--- src/rtl/carbon_arch_pkg.sv ---
// rtl/carbon_arch_pkg.sv - shared fabric widths, opcodes and response codes
// Purpose: common constants for fabric masters and slaves.
// Ports: none (package).
package carbon_arch_pkg;

  localparam int CARBON_FABRIC_ATTR_WIDTH_BITS = 4;

  localparam logic [7:0] CARBON_FABRIC_XACT_READ       = 8'h01;
  localparam logic [7:0] CARBON_FABRIC_XACT_WRITE      = 8'h02;

  localparam logic [7:0] CARBON_FABRIC_RESP_OK         = 8'h00;
  localparam logic [7:0] CARBON_FABRIC_RESP_DECODE_ERR = 8'h02;

endpackage

--- src/rtl/fabric_memtest_master_if.sv ---
// rtl/fabric_memtest_master_if.sv - fabric_if request/response bus
// Purpose: one request channel (valid/ready) and one response channel (valid/ready)
// Ports (modport master drives req_* fields and rsp_ready; slave drives req_ready and rsp_*):
//   req_valid/req_ready, req_addr, req_op, req_size, req_attr, req_wdata, req_wstrb, req_id
//   rsp_valid/rsp_ready, rsp_rdata, rsp_code, rsp_id
interface fabric_if #(
  parameter int ADDR_W = 32,
  parameter int DATA_W = 32,
  parameter int ID_W   = 4,
  parameter int OP_W   = 8,
  parameter int SIZE_W = 3,
  parameter int ATTR_W = carbon_arch_pkg::CARBON_FABRIC_ATTR_WIDTH_BITS,
  parameter int CODE_W = 8
);

  logic                  req_valid;
  logic                  req_ready;
  logic [ADDR_W-1:0]     req_addr;
  logic [OP_W-1:0]       req_op;
  logic [SIZE_W-1:0]     req_size;
  logic [ATTR_W-1:0]     req_attr;
  logic [DATA_W-1:0]     req_wdata;
  logic [DATA_W/8-1:0]   req_wstrb;
  logic [ID_W-1:0]       req_id;

  logic                  rsp_valid;
  logic                  rsp_ready;
  logic [DATA_W-1:0]     rsp_rdata;
  logic [CODE_W-1:0]     rsp_code;
  logic [ID_W-1:0]       rsp_id;

  modport master (
    output req_valid, req_addr, req_op, req_size, req_attr, req_wdata, req_wstrb, req_id,
    output rsp_ready,
    input  req_ready, rsp_valid, rsp_rdata, rsp_code, rsp_id
  );

  modport slave (
    input  req_valid, req_addr, req_op, req_size, req_attr, req_wdata, req_wstrb, req_id,
    input  rsp_ready,
    output req_ready, rsp_valid, rsp_rdata, rsp_code, rsp_id
  );

endinterface

--- src/rtl/fabric_memtest_master.sv ---
// rtl/fabric_memtest_master.sv - write-then-readback memory test master for fabric_if slaves
// Purpose: writes NUM_WORDS LFSR words from BASE_ADDR, reads them back, checks code/id/data.
// Ports:
//   clk, rst_n (async active-low), start (pulse)
//   busy, done, pass, timeout, err_count[15:0], first_err_addr[ADDR_W-1:0]
//   bus : fabric_if.master, one outstanding transaction
module fabric_memtest_master
  import carbon_arch_pkg::*;
#(
  parameter int                ADDR_W    = 32,
  parameter int                DATA_W    = 32,
  parameter int                ID_W      = 4,
  parameter int                OP_W      = 8,
  parameter int                SIZE_W    = 3,
  parameter int                ATTR_W    = CARBON_FABRIC_ATTR_WIDTH_BITS,
  parameter int                CODE_W    = 8,
  parameter logic [ADDR_W-1:0] BASE_ADDR = '0,
  parameter int                NUM_WORDS = 16,
  parameter logic [31:0]       SEED      = 32'hACE1,
  parameter int                MAX_WAIT  = 256
) (
  input  logic              clk,
  input  logic              rst_n,
  input  logic              start,
  output logic              busy,
  output logic              done,
  output logic              pass,
  output logic              timeout,
  output logic [15:0]       err_count,
  output logic [ADDR_W-1:0] first_err_addr,
  fabric_if.master          bus
);

  localparam int          BPW      = DATA_W / 8;
  localparam int          IDX_W    = (NUM_WORDS > 1) ? $clog2(NUM_WORDS) : 1;
  localparam int          WAIT_W   = (MAX_WAIT > 0) ? $clog2(MAX_WAIT + 1) : 1;
  // An all-zero LFSR would lock up, so a zero seed becomes 1.
  localparam logic [31:0] SEED_EFF = (SEED == 32'd0) ? 32'd1 : SEED;
  localparam logic [IDX_W-1:0]  LAST_IDX = IDX_W'(NUM_WORDS - 1);
  localparam logic [WAIT_W-1:0] WAIT_LIM = WAIT_W'(MAX_WAIT);

  typedef enum logic [2:0] {
    S_IDLE,
    S_WR_REQ,
    S_WR_RSP,
    S_RD_REQ,
    S_RD_RSP,
    S_DONE
  } state_e;

  state_e              state_q, state_d;
  logic [IDX_W-1:0]    idx_q, idx_d;
  logic [31:0]         lfsr_q, lfsr_d;
  logic [WAIT_W-1:0]   wait_cnt_q, wait_cnt_d;
  logic [15:0]         err_count_q, err_count_d;
  logic [ADDR_W-1:0]   first_err_addr_q, first_err_addr_d;
  logic                timeout_q, timeout_d;

  logic [DATA_W-1:0]   pattern;
  logic [ADDR_W-1:0]   req_addr;
  logic [ID_W-1:0]     req_id;
  logic                in_req, in_rsp, is_read;
  logic                req_fire, rsp_fire, rsp_err, wait_expired;

  // Fibonacci shift-left step for x^32+x^22+x^2+x+1.
  function automatic logic [31:0] lfsr_step(input logic [31:0] v);
    return {v[30:0], v[31] ^ v[21] ^ v[1] ^ v[0]};
  endfunction

  // The 32-bit LFSR is tiled across the data word (truncated for narrow buses).
  for (genvar g = 0; g < DATA_W; g++) begin : g_pattern
    assign pattern[g] = lfsr_q[g % 32];
  end

  assign in_req   = (state_q == S_WR_REQ) || (state_q == S_RD_REQ);
  assign in_rsp   = (state_q == S_WR_RSP) || (state_q == S_RD_RSP);
  assign is_read  = (state_q == S_RD_REQ) || (state_q == S_RD_RSP);
  assign req_addr = BASE_ADDR + ADDR_W'(idx_q) * ADDR_W'(BPW);
  assign req_id   = ID_W'(idx_q);

  // Request fields depend only on flops that hold still until the
  // request fires, so they are stable across ready stalls by construction.
  assign bus.req_valid = in_req;
  assign bus.req_addr  = req_addr;
  assign bus.req_op    = is_read ? OP_W'(CARBON_FABRIC_XACT_READ) : OP_W'(CARBON_FABRIC_XACT_WRITE);
  assign bus.req_size  = SIZE_W'($clog2(BPW));
  assign bus.req_attr  = ATTR_W'(0);
  assign bus.req_wdata = pattern;
  assign bus.req_wstrb = '1;
  assign bus.req_id    = req_id;
  assign bus.rsp_ready = in_rsp;

  assign req_fire     = bus.req_valid && bus.req_ready;
  assign rsp_fire     = bus.rsp_valid && bus.rsp_ready;
  assign wait_expired = (wait_cnt_q == WAIT_LIM);
  assign rsp_err      = (bus.rsp_code != CODE_W'(CARBON_FABRIC_RESP_OK)) ||
                        (bus.rsp_id != req_id) ||
                        (is_read && (bus.rsp_rdata != pattern));

  assign busy           = (state_q != S_IDLE) && (state_q != S_DONE);
  assign done           = (state_q == S_DONE);
  assign pass           = done && (err_count_q == 16'd0) && !timeout_q;
  assign timeout        = timeout_q;
  assign err_count      = err_count_q;
  assign first_err_addr = first_err_addr_q;

  always_comb begin
    state_d          = state_q;
    idx_d            = idx_q;
    lfsr_d           = lfsr_q;
    err_count_d      = err_count_q;
    first_err_addr_d = first_err_addr_q;
    timeout_d        = timeout_q;
    wait_cnt_d       = wait_cnt_q;

    case (state_q)
      S_IDLE, S_DONE: begin
        if (start) begin
          state_d          = S_WR_REQ;
          idx_d            = '0;
          lfsr_d           = SEED_EFF;
          err_count_d      = '0;
          first_err_addr_d = '0;
          timeout_d        = 1'b0;
        end
      end
      S_WR_REQ, S_RD_REQ: begin
        if (req_fire) begin
          state_d = (state_q == S_WR_REQ) ? S_WR_RSP : S_RD_RSP;
        end else if (wait_expired) begin
          state_d   = S_DONE;
          timeout_d = 1'b1;
        end
      end
      S_WR_RSP, S_RD_RSP: begin
        if (rsp_fire) begin
          lfsr_d = lfsr_step(lfsr_q);
          if (rsp_err) begin
            if (err_count_q != 16'hFFFF) err_count_d = err_count_q + 16'd1;
            if (err_count_q == 16'd0)    first_err_addr_d = req_addr;
          end
          if (idx_q == LAST_IDX) begin
            if (state_q == S_WR_RSP) begin
              // Restart the sequence so the read pass expects what was written.
              state_d = S_RD_REQ;
              idx_d   = '0;
              lfsr_d  = SEED_EFF;
            end else begin
              state_d = S_DONE;
            end
          end else begin
            idx_d   = idx_q + IDX_W'(1);
            state_d = (state_q == S_WR_RSP) ? S_WR_REQ : S_RD_REQ;
          end
        end else if (wait_expired) begin
          state_d   = S_DONE;
          timeout_d = 1'b1;
        end
      end
      default: state_d = S_IDLE;
    endcase

    if (state_d != state_q)   wait_cnt_d = '0;
    else if (in_req || in_rsp) wait_cnt_d = wait_cnt_q + WAIT_W'(1);
  end

  always_ff @(posedge clk or negedge rst_n) begin
    if (!rst_n) begin
      state_q          <= S_IDLE;
      idx_q            <= '0;
      lfsr_q           <= SEED_EFF;
      wait_cnt_q       <= '0;
      err_count_q      <= '0;
      first_err_addr_q <= '0;
      timeout_q        <= 1'b0;
    end else begin
      state_q          <= state_d;
      idx_q            <= idx_d;
      lfsr_q           <= lfsr_d;
      wait_cnt_q       <= wait_cnt_d;
      err_count_q      <= err_count_d;
      first_err_addr_q <= first_err_addr_d;
      timeout_q        <= timeout_d;
    end
  end

endmodule

--- src/flat_wrapper.sv ---
// flat-port wrapper written by rule: the top's interface ports become plain ports
module fabric_memtest_master_flat import carbon_arch_pkg::*;
#(
  parameter int                ADDR_W    = 32,
  parameter int                DATA_W    = 32,
  parameter int                ID_W      = 4,
  parameter int                OP_W      = 8,
  parameter int                SIZE_W    = 3,
  parameter int                ATTR_W    = CARBON_FABRIC_ATTR_WIDTH_BITS,
  parameter int                CODE_W    = 8,
  parameter logic [ADDR_W-1:0] BASE_ADDR = '0,
  parameter int                NUM_WORDS = 16,
  parameter logic [31:0]       SEED      = 32'hACE1,
  parameter int                MAX_WAIT  = 256
)
  (clk, rst_n, start, busy, done, pass, timeout, err_count, first_err_addr, bus_req_valid, bus_req_addr, bus_req_op, bus_req_size, bus_req_attr, bus_req_wdata, bus_req_wstrb, bus_req_id, bus_rsp_ready, bus_req_ready, bus_rsp_valid, bus_rsp_rdata, bus_rsp_code, bus_rsp_id);
  fabric_if #(.ADDR_W(ADDR_W), .DATA_W(DATA_W), .ID_W(ID_W), .OP_W(OP_W), .SIZE_W(SIZE_W), .ATTR_W(ATTR_W), .CODE_W(CODE_W)) bus_i ();
  input  logic clk;
  input  logic rst_n;
  input  logic start;
  output logic busy;
  output logic done;
  output logic pass;
  output logic timeout;
  output logic [15:0] err_count;
  output logic [ADDR_W-1:0] first_err_addr;
  output wire logic [$bits(bus_i.req_valid)-1:0] bus_req_valid;
  output wire logic [$bits(bus_i.req_addr)-1:0] bus_req_addr;
  output wire logic [$bits(bus_i.req_op)-1:0] bus_req_op;
  output wire logic [$bits(bus_i.req_size)-1:0] bus_req_size;
  output wire logic [$bits(bus_i.req_attr)-1:0] bus_req_attr;
  output wire logic [$bits(bus_i.req_wdata)-1:0] bus_req_wdata;
  output wire logic [$bits(bus_i.req_wstrb)-1:0] bus_req_wstrb;
  output wire logic [$bits(bus_i.req_id)-1:0] bus_req_id;
  output wire logic [$bits(bus_i.rsp_ready)-1:0] bus_rsp_ready;
  input wire logic [$bits(bus_i.req_ready)-1:0] bus_req_ready;
  input wire logic [$bits(bus_i.rsp_valid)-1:0] bus_rsp_valid;
  input wire logic [$bits(bus_i.rsp_rdata)-1:0] bus_rsp_rdata;
  input wire logic [$bits(bus_i.rsp_code)-1:0] bus_rsp_code;
  input wire logic [$bits(bus_i.rsp_id)-1:0] bus_rsp_id;
  assign bus_req_valid = bus_i.req_valid;
  assign bus_req_addr = bus_i.req_addr;
  assign bus_req_op = bus_i.req_op;
  assign bus_req_size = bus_i.req_size;
  assign bus_req_attr = bus_i.req_attr;
  assign bus_req_wdata = bus_i.req_wdata;
  assign bus_req_wstrb = bus_i.req_wstrb;
  assign bus_req_id = bus_i.req_id;
  assign bus_rsp_ready = bus_i.rsp_ready;
  assign bus_i.req_ready = bus_req_ready;
  assign bus_i.rsp_valid = bus_rsp_valid;
  assign bus_i.rsp_rdata = bus_rsp_rdata;
  assign bus_i.rsp_code = bus_rsp_code;
  assign bus_i.rsp_id = bus_rsp_id;
  fabric_memtest_master #(.ADDR_W(ADDR_W), .DATA_W(DATA_W), .ID_W(ID_W), .OP_W(OP_W), .SIZE_W(SIZE_W), .ATTR_W(ATTR_W), .CODE_W(CODE_W), .BASE_ADDR(BASE_ADDR), .NUM_WORDS(NUM_WORDS), .SEED(SEED), .MAX_WAIT(MAX_WAIT)) u_core (.clk(clk), .rst_n(rst_n), .start(start), .busy(busy), .done(done), .pass(pass), .timeout(timeout), .err_count(err_count), .first_err_addr(first_err_addr), .bus(bus_i));
endmodule
--- config.mk ---
export PLATFORM = sky130hd
export DESIGN_NAME = fabric_memtest_master_flat
export DESIGN_NICKNAME = d
export VERILOG_FILES = /design/src/rtl/carbon_arch_pkg.sv /design/src/rtl/fabric_memtest_master_if.sv /design/src/rtl/fabric_memtest_master.sv /design/src/flat_wrapper.sv
export SDC_FILE = /design/constraint.sdc
export NUM_CORES = 1
export LEC_CHECK = 0
export CORE_MARGIN = 4
export CORE_UTILIZATION = 46
export DETAILED_ROUTE_END_ITERATION = 7
export GPL_ROUTABILITY_DRIVEN = 1
export GPL_TIMING_DRIVEN = 1
export PLACE_DENSITY = 0.86
export SETUP_SLACK_MARGIN = 0.15
export SKIP_LAST_GASP = 1
export SLEW_MARGIN = 20
export SYNTH_ARGS = -nofsm -noshare
export SYNTH_HDL_FRONTEND = slang
export SYNTH_SLANG_ARGS = --single-unit
--- constraint.sdc ---
create_clock -name clk -period 4.1 [get_ports clk]
set_input_delay 0.615 -clock clk [delete_from_list [all_inputs] [get_ports clk]]
set_output_delay 0.615 -clock clk [all_outputs]
set_load 0.05 [all_outputs]
==> impl_metrics.toml, run 1 <==
[status]
status = "completed"

[synthesis]
synth-async-reset-ratio = 1.00
ys_dominant_reg_cell = "dfrtp_1"
post_synth_inst_count = 465
share_of_synthesized_area_occupied_by_flip_flops_and_latches = 0.394
synthDominantAreaCellType = "dfrtp_1"
warnings_from_yosys = 0
syn_area_per_cell_um2 = 9.48
ys_top_cells_by_area = "dfrtp_1 35%, buf_4 14%, xnor2_1 7.9%"
synth_largest_type_area_fraction = 0.346
yosys_register_bits = 69
synth.distinct_cells = 59
netlist_area_mm2 = 0.00441
synth_enable_flop_cells = 0

[global_route]
initial_antenna_violation_count = 0
grt_start_max_net_pins = 42
vias_in_the_first_global_route = 3525
grt_overflow_total = 0
grt.total_usage = 0.194
grt_first_pass_wirelength_mm = 17.4

[timing]
setup_total_negative_slack_ps = 0
max_slew.worst_pin.slew_ps = 903
finalWorstPathRequiredPeriod_ps = 3410
endpoints_failing_hold = 0
timing.final.max_slew_violations = 0
timing.final.setup_violations = 0
slew_headroom = 0.398
min_period_over_period = 0.832
fmaxAchievable_mhz = 293
timing.clock.skew_ps = 7.37
grt_setup_unrepaired = "false"

[clock_network]
clk_root_buffer_cell = "clkbuf_8"
cts_hold_buffers = 0
cts-resized-gates = 0
worst_setup_hold_path_clk_slew_ps = 70
inserted_clock_buffers = 9
cts-root-to-sink-buffers = 2
postCtsSetupRepairBufs = 0
clk-insertion-delay-late_ps = 340
cts_tree = "built"
cts_sinks = 69
h-tree-depth = 3

[critical_path]
timing.critical_path.slowest_stage_cell = "clkdlybuf4s50_1"
timing.critical_path.max_delay_family = "buffers and inverters"
chain_of_cells_forming_the_critical_path = "nor2b_2 > nand2_1 > nor3_1 > clkdlybuf4s50_1"
timing.critical_path.fanout_max = 18
start_kind = "register"
worst-r2r-cell-count = 8
worst_path_largest_cell_delay_ps = 870
worstPathRequired_ps = 3480
endpoint_arrival_time_on_the_critical_path_ps = 2800
critical_path_class = "register to primary output"
critical_path.n_buffers_inverters = 1
timing.critical_path.depth = 4
critPathCaptureType = "primary output"

[floorplanning]
floorplan.rows = 35
design.die.area_mm2 = 0.0112
placeableCoreArea_mm2 = 0.00928
boundaryPins = 190
floorplan.initialDensity = 0.475
dieWidth_um = 106
die_h_um = 106

[route]
remaining_drc_errors = 0
totalWireLength_mm = 11.0
via_per_inst = 5.20
initialDrtViolationCount = 194
drtPass1Iterations = 6
ant_nets = 0
routed-via-count = 3674
post_drt_wl_per_cell_um = 15.5

[place]
port-buffer-count = 116
gpl.final_weighted_congestion = 0.855
detailedPlacementHpwl_mm = 8.37

[final_layout]
syn_to_final_growth_pct = 25.7
drive_above_1_share = 0.0780
commonest_non_fill_non_tap_cell_in_the_layout = "clkdlybuf4s50_1"
layout_common_cells = "115 x clkdlybuf4s50_1, 73 x conb_1, 61 x dfrtp_1"
insertedDiodeCount = 0
layout.core_utilization = 0.597
design.final.nets = 627

[power]
vdd_drop_max_mv = 0.257
total_power_uw = 2920
power_per_cell_area_mw_per_mm2 = 528
power_leakage_uw = 0.00232

[job]
cap_viol_max_count = 0

[hold_path]
holdCritPathClass = "input pin to asynchronous set/reset pin"
final cells by class:
| type | count | area [um^2] |
|---|---|---|
| clock buffer | 12 | 145 |
| clock inverter | 4 | 47.5 |
| fill | 784 | 3740 |
| inverter | 12 | 45.0 |
| multi-input combinational | 360 | 2220 |
| sequential | 69 | 1740 |
| tap | 129 | 161 |
| timing repair buffer | 120 | 1190 |
routing by layer:
metal | track usage | share of wire
met1 | 0.244 | 0.40
met2 | 0.322 | 0.48
met3 | 0.0504 | 0.099
met4 | 0.0712 | 0.018
met5 | 0 | 0
cells in the mapped netlist, types with 2 or more instances:
cell type   n
a21oi_1    19
a31oi_1     3
buf_6       3
and3_1      2
or4_1       3
nor3_1      3
a22o_1     24
o21ai_0    22
and4_4      2
nand3_1    12
nor2_1     23
or3_1       9
and2_1      3
clkbuf_1   10
nor3b_1     2
xnor2_1    40
ha_1        6
nand4_1    14
nand2_1    36
inv_1      11
dfstp_2     8
nor2b_1     4
buf_4      80
nor4_1      8
dfrtp_1    61
o211ai_1    5
o22a_1      7
conb_1      2
xor2_1     12
mux2i_1     2
flip-flops by register name, summed over array words and instances, names as in the netlist:
register and count:
u_core.err_count 16, u_core.first_err_addr 4, u_core.state_q 3, u_core.timeout 1, u_core.wait_cnt_q 9, u_core.bus.req_id 4
u_core.bus.req_wdata 32
where the power goes:
| part | leakage, uW | internal, uW | total (uW) | switching (uW) |
|---|---|---|---|---|
| Sequential | 0.000926 | 780 | 948 | 168 |
| Clock | 0.0000964 | 296 | 547 | 251 |
| Combinational | 0.00130 | 457 | 1430 | 972 |
| Total | 0.00232 | 1530 | 2920 | 1390 |
metrics by stage:
step,std cells,cell area [um^2],setup slack [ps],hold WS [ps]
after global placement,690,5350,1150,464
after CTS,706,5540,675,420
final,706,5540,688,402
after floorplan,536,4670,1280,319
after detailed placement,690,5350,1100,473
after global routing,706,5540,549,473
kinds of logic (layout without fill, tap and decap cells):
family                     count (synthesis)  in the layout  synth area share
DFF                                       69             69             0.394
AOI/OAI and AO/OA                         94             94             0.153
adders and majority gates                  6              6            0.0170
other                                      2             73           0.00170
muxes                                      2              2           0.00454
xor gates and xnor gates                  52             52             0.103
buffers and inverters                    107            148             0.165
and+or+nand+nor                          133            133             0.162
worst register-to-register path, stage by stage (launching register included):
cell      delay (ps)
dfrtp_1          720
nor2b_2          420
nor2_1            70
nor2_1           160
buf_4            230
nand4_1          300
o211ai_2         490
o21ai_0          180
a21oi_1          170
final timing paths:
path / start / end / slack (ps)
min: rst_n / u_core.bus.req_wdata[17]$_DFFE_PN0P_ / 400
max: u_core.state_q[2]$_DFF_PN0_ / pass / 690
min reg2reg: u_core.first_err_addr[2]$_DFFE_PN0P_ / u_core.first_err_addr[2]$_DFFE_PN0P_ / 480
min in group clk: u_core.first_err_addr[2]$_DFFE_PN0P_ / u_core.first_err_addr[2]$_DFFE_PN0P_ / 480
max in group asynchronous: rst_n / u_core.first_err_addr[2]$_DFFE_PN0P_ / 2780
max reg2reg: u_core.state_q[2]$_DFF_PN0_ / u_core.err_count[5]$_DFFE_PN0P_ / 1280
(Power assumes the default switching activity.)
==> run 2, diff against run 1 <==
- CORE_UTILIZATION: 46 -> 43
- PLACE_DENSITY: 0.86 -> 0.81
- clock period: 4.1 -> 3.2 ns (I/O delays scaled with it)
==> impl_metrics.toml, run 2 (synthesis gave the netlist of run 1 again) <==
[clock_network]
cts-root-to-sink-buffers = 2
worst_setup_hold_path_clk_slew_ps = 80
clk-insertion-delay-late_ps = 350
cts_tree = "built"
inserted_clock_buffers = 9
postCtsSetupRepairBufs = 0
clk_root_buffer_cell = "clkbuf_8"
h-tree-depth = 3
cts_sinks = 69

[job]
cap_viol_max_count = 0

[status]
status = "completed"

[floorplanning]
die_h_um = 109
dieWidth_um = 109
boundaryPins = 190
design.die.area_mm2 = 0.0119
placeableCoreArea_mm2 = 0.00986
floorplan.initialDensity = 0.447
floorplan.rows = 36

[critical_path]
setup.reg_to_reg.worst_slack_ps = 380
timing.rr.start = "u_core.state_q[1]$_DFF_PN0_"
worst-r2r-cell-count = 7
start_kind = "register"
endpoint_arrival_time_on_the_critical_path_ps = 2350
critical_path_class = "register to primary output"
timing.critical_path.fanout_max = 16
critPathCaptureType = "primary output"
regToRegEndpoint = "u_core.err_count[13]$_DFFE_PN0P_"
worstPathRequired_ps = 2720

[timing]
fmaxAchievable_mhz = 354
grt_setup_unrepaired = "true"
finalWorstPathRequiredPeriod_ps = 2830
endpoints_failing_hold = 0
max_slew.worst_pin.slew_ps = 611
min_period_over_period = 0.884
slew_headroom = 0.593
fin_hold_ws_ps = 479
timing.clock.skew_ps = 12.5
timing.final.max_slew_violations = 0
finalWorstSetupSlack_ps = 372
timing.final.setup_violations = 0
setup_total_negative_slack_ps = 0

[power]
power_leakage_uw = 0.00233
vdd_drop_max_mv = 0.365
power_per_cell_area_mw_per_mm2 = 669
total_power_uw = 3740

[global_route]
grt.total_usage = 0.185
initial_antenna_violation_count = 0
grt_start_max_net_pins = 67
vias_in_the_first_global_route = 3539
grt_overflow_total = 0
grt_first_pass_wirelength_mm = 17.4

[final_layout]
insertedDiodeCount = 0
number_of_flip_flops_in_the_largest_register = 32
final_cell_count_no_fill = 713
syn_to_final_growth_pct = 27.0
commonest_non_fill_non_tap_cell_in_the_layout = "clkdlybuf4s50_1"
layout_common_cells = "113 x clkdlybuf4s50_1, 73 x conb_1, 60 x dfrtp_1"
drive_above_1_share = 0.0897
design.final.nets = 630

[route]
drtPass1Iterations = 4
ant_nets = 0
post_drt_wl_per_cell_um = 15.4
remaining_drc_errors = 0
via_per_inst = 5.15
initialDrtViolationCount = 193
totalWireLength_mm = 11.0
routed-via-count = 3669

[place]
dp_cells = 696
gpl.final_weighted_congestion = 0.893
port-buffer-count = 116
detailedPlacementHpwl_mm = 8.41
pre_cts_ws_ps = 361

[hold_path]
holdCritPathClass = "input pin to asynchronous set/reset pin"
run 2: worst max-delay path by stage:
stage                     slack [ps]                                to                            start  cells after the start
after CTS                        300                              busy      u_core.state_q[0]$_DFF_PN0_                      4
after global routing             130  u_core.err_count[13]$_DFFE_PN0P_      u_core.state_q[1]$_DFF_PN0_                      7
after global placement           440  u_core.err_count[15]$_DFFE_PN0P_                    bus_rsp_valid                      8
final                            370                              done      u_core.state_q[1]$_DFF_PN0_                      4
after detailed placement         360  u_core.err_count[15]$_DFFE_PN0P_                    bus_rsp_valid                      8
after floorplan                  520                              pass  u_core.err_count[0]$_DFFE_PN0P_                      5
run 2: repair_timing:
item                                   CTS  global route
gates resized for setup                  0             2
endpoints found under the hold margin    3             0
setup endpoints to repair                0             2
hold buffers                             1             0
run 2: layer usage:
layer | routed length (um) | part of all wire | track usage
met4 | 172 | 0.016 | 0.0712
met1 | 4420 | 0.40 | 0.236
met5 | 0 | 0 | 0
met2 | 5300 | 0.48 | 0.303
met3 | 1120 | 0.10 | 0.0444
run 2: worst max-delay path, cell delays in order (launching register included):
cell             delay, ps
dfrtp_1                590
nor2b_2                370
nand2_1                160
inv_1                   80
clkdlybuf4s50_1        800
run 2: power by group:
group,switching (uW),leakage [uW],internal (uW)
Sequential,202,0.000925,1000
Clock,341,0.0000836,322
Combinational,1270,0.00132,609
run 2: cell type report:
class / instances / area, um^2
multi-input combinational: 360 / 2230
sequential: 69 / 1740
tap: 133 / 166
inverter: 12 / 45.0
timing repair buffer: 123 / 1230
clock buffer: 11 / 151
fill: 843 / 4270
clock inverter: 5 / 35.0
run 2: through the flow:
stage,cell area (um^2),util
2_1_floorplan,4670,-
3_3_place_gp,5390,0.546
3_5_place_dp,5390,0.546
4_1_cts,5590,0.566
5_1_grt,5600,0.567
6_report,5600,0.567
==> run 3, diff against run 2 <==
- CTS_BUF_LIST: unset -> sky130_fd_sc_hd__clkbuf_16
==> impl_metrics.toml, run 3 (synthesis gave the netlist of run 1 again) <==
[status]
status = "completed"

[hold_path]
hold_start = "u_core.first_err_addr[4]$_DFFE_PN0P_"
min_delay_worst_endpoint = "u_core.first_err_addr[4]$_DFFE_PN0P_"
hold_path_depth = 2
holdCritPathClass = "register to register"

[global_route]
grt_first_pass_wirelength_mm = 17.5
grt_start_max_net_pins = 67
vias_in_the_first_global_route = 3550
grt_overflow_total = 0
grt.total_usage = 0.188
initial_antenna_violation_count = 0

[critical_path]
endpoint_arrival_time_on_the_critical_path_ps = 2440
regToRegEndpoint = "u_core.err_count[13]$_DFFE_PN0P_"
timing.critical_path.slowest_stage_cell = "clkdlybuf4s50_1"
chain_of_cells_forming_the_critical_path = "nor2b_1 > nor3_1 > inv_1 > clkdlybuf4s50_1"
timing.rr.start = "u_core.state_q[1]$_DFF_PN0_"
critPathCaptureType = "primary output"
worstPathRequired_ps = 2720
critical_path_class = "register to primary output"
timing.critical_path.fanout_max = 20
worst_path_largest_cell_delay_ps = 790
worst-r2r-cell-count = 7
setup.reg_to_reg.worst_slack_ps = 410
start_kind = "register"

[timing]
grt_setup_unrepaired = "false"
timing.final.max_slew_violations = 0
timing.final.setup_violations = 0
slew_headroom = 0.584
min_period_over_period = 0.912
fmaxAchievable_mhz = 343
max_slew.worst_pin.slew_ps = 624
finalWorstSetupSlack_ps = 281
finalWorstPathRequiredPeriod_ps = 2920
setup_total_negative_slack_ps = 0
endpoints_failing_hold = 0
timing.clock.skew_ps = 7.80

[final_layout]
insertedDiodeCount = 0
commonest_non_fill_non_tap_cell_in_the_layout = "clkdlybuf4s50_1"
number_of_flip_flops_in_the_largest_register = 32
drive_above_1_share = 0.0845
syn_to_final_growth_pct = 28.8
layout_common_cells = "113 x clkdlybuf4s50_1, 73 x conb_1, 61 x dfrtp_1"
design.final.nets = 630

[power]
power_per_cell_area_mw_per_mm2 = 699
vdd_drop_max_mv = 0.416
p_seq_frac = 0.304
internal_portion_of_total_power_uw = 2130
p_switching_uw = 1840
power_switching_share = 0.464
combinational_share_of_power = 0.474
clockPowerShare = 0.223
power_leakage_uw = 0.00237

[route]
initialDrtViolationCount = 189
totalWireLength_mm = 11.2
post_drt_wl_per_cell_um = 15.7
ant_nets = 0
remaining_drc_errors = 0
drtPass1Iterations = 5
via_per_inst = 5.24
routed-via-count = 3737

[floorplanning]
floorplan.rows = 36
dieWidth_um = 109
die_h_um = 109
floorplan.initialDensity = 0.447
design.die.area_mm2 = 0.0119
boundaryPins = 190
placeableCoreArea_mm2 = 0.00986

[clock_network]
h-tree-depth = 3
clk-insertion-delay-late_ps = 330
cts_tree = "built"
cts-root-to-sink-buffers = 2
postCtsSetupRepairBufs = 0
inserted_clock_buffers = 9
cts_sinks = 69
worst_setup_hold_path_clk_slew_ps = 60
clk_root_buffer_cell = "clkbuf_16"

[job]
cap_viol_max_count = 0

[place]
port-buffer-count = 116
gpl.final_weighted_congestion = 0.893
detailedPlacementHpwl_mm = 8.41
pre_cts_ws_ps = 361
run 3: repair_timing:
| item | CTS | global route |
|---|---|---|
| endpoints found under the hold margin | 3 | 0 |
| gates resized for setup | 0 | 1 |
| setup endpoints to repair | 0 | 1 |
| hold buffers | 1 | 0 |
run 3: worst max-delay path: cells and delay by family, from the launching register on:
kind | cells | cell delay (ps)
buffers and inverters | 2 | 880
and+or+nand+nor | 2 | 480
DFF | 1 | 740
run 3: cell type report:
| class | instances | area, um^2 |
|---|---|---|
| clock inverter | 7 | 42.5 |
| tap | 133 | 166 |
| fill | 833 | 4190 |
| timing repair buffer | 123 | 1230 |
| multi-input combinational | 360 | 2230 |
| sequential | 69 | 1740 |
| clock buffer | 9 | 225 |
| inverter | 12 | 45.0 |
run 3: metal layers:
metal  GRT usage  up-vias  part of all wire
li1            -     1701                 -
met1       0.236     1781              0.39
met2       0.309      231              0.48
met3      0.0574       24              0.11
met4      0.0659        0             0.016
met5           0        -                 0
run 3: how the worst max path moves through the flow:
stage | startpoint | to | slack [ps] | cells after the start
after floorplan | u_core.err_count[0]$_DFFE_PN0P_ | pass | 520 | 5
after global placement | bus_rsp_valid | u_core.err_count[15]$_DFFE_PN0P_ | 440 | 8
after detailed placement | bus_rsp_valid | u_core.err_count[15]$_DFFE_PN0P_ | 360 | 8
after CTS | u_core.state_q[0]$_DFF_PN0_ | busy | 330 | 4
after global routing | u_core.state_q[0]$_DFF_PN0_ | busy | 150 | 4
final | u_core.state_q[0]$_DFF_PN0_ | busy | 280 | 4
run 3: power by group through the flow:
stage | Combinational (uW) | Sequential (uW) | Clock [uW]
final | 1880 | 1200 | 884
after global routing | 2000 | 1230 | 942
after CTS | 1880 | 1200 | 898
after detailed placement | 1870 | 1210 | 0
after global placement | 1830 | 1210 | 0
after floorplan | 1170 | 1430 | 0
run 3: per-stage QoR:
stage / hold WS, ps / cell area (um^2) / power [uW] / utilization / instances
floorplan: 184 / 4670 / 2600 / - / 536
global placement: 297 / 5390 / 3030 / 0.546 / 696
detailed placement: 301 / 5390 / 3080 / 0.546 / 696
CTS: 482 / 5670 / 3980 / 0.574 / 713
global route: 516 / 5680 / 4170 / 0.576 / 713
finish: 477 / 5680 / 3970 / 0.576 / 713
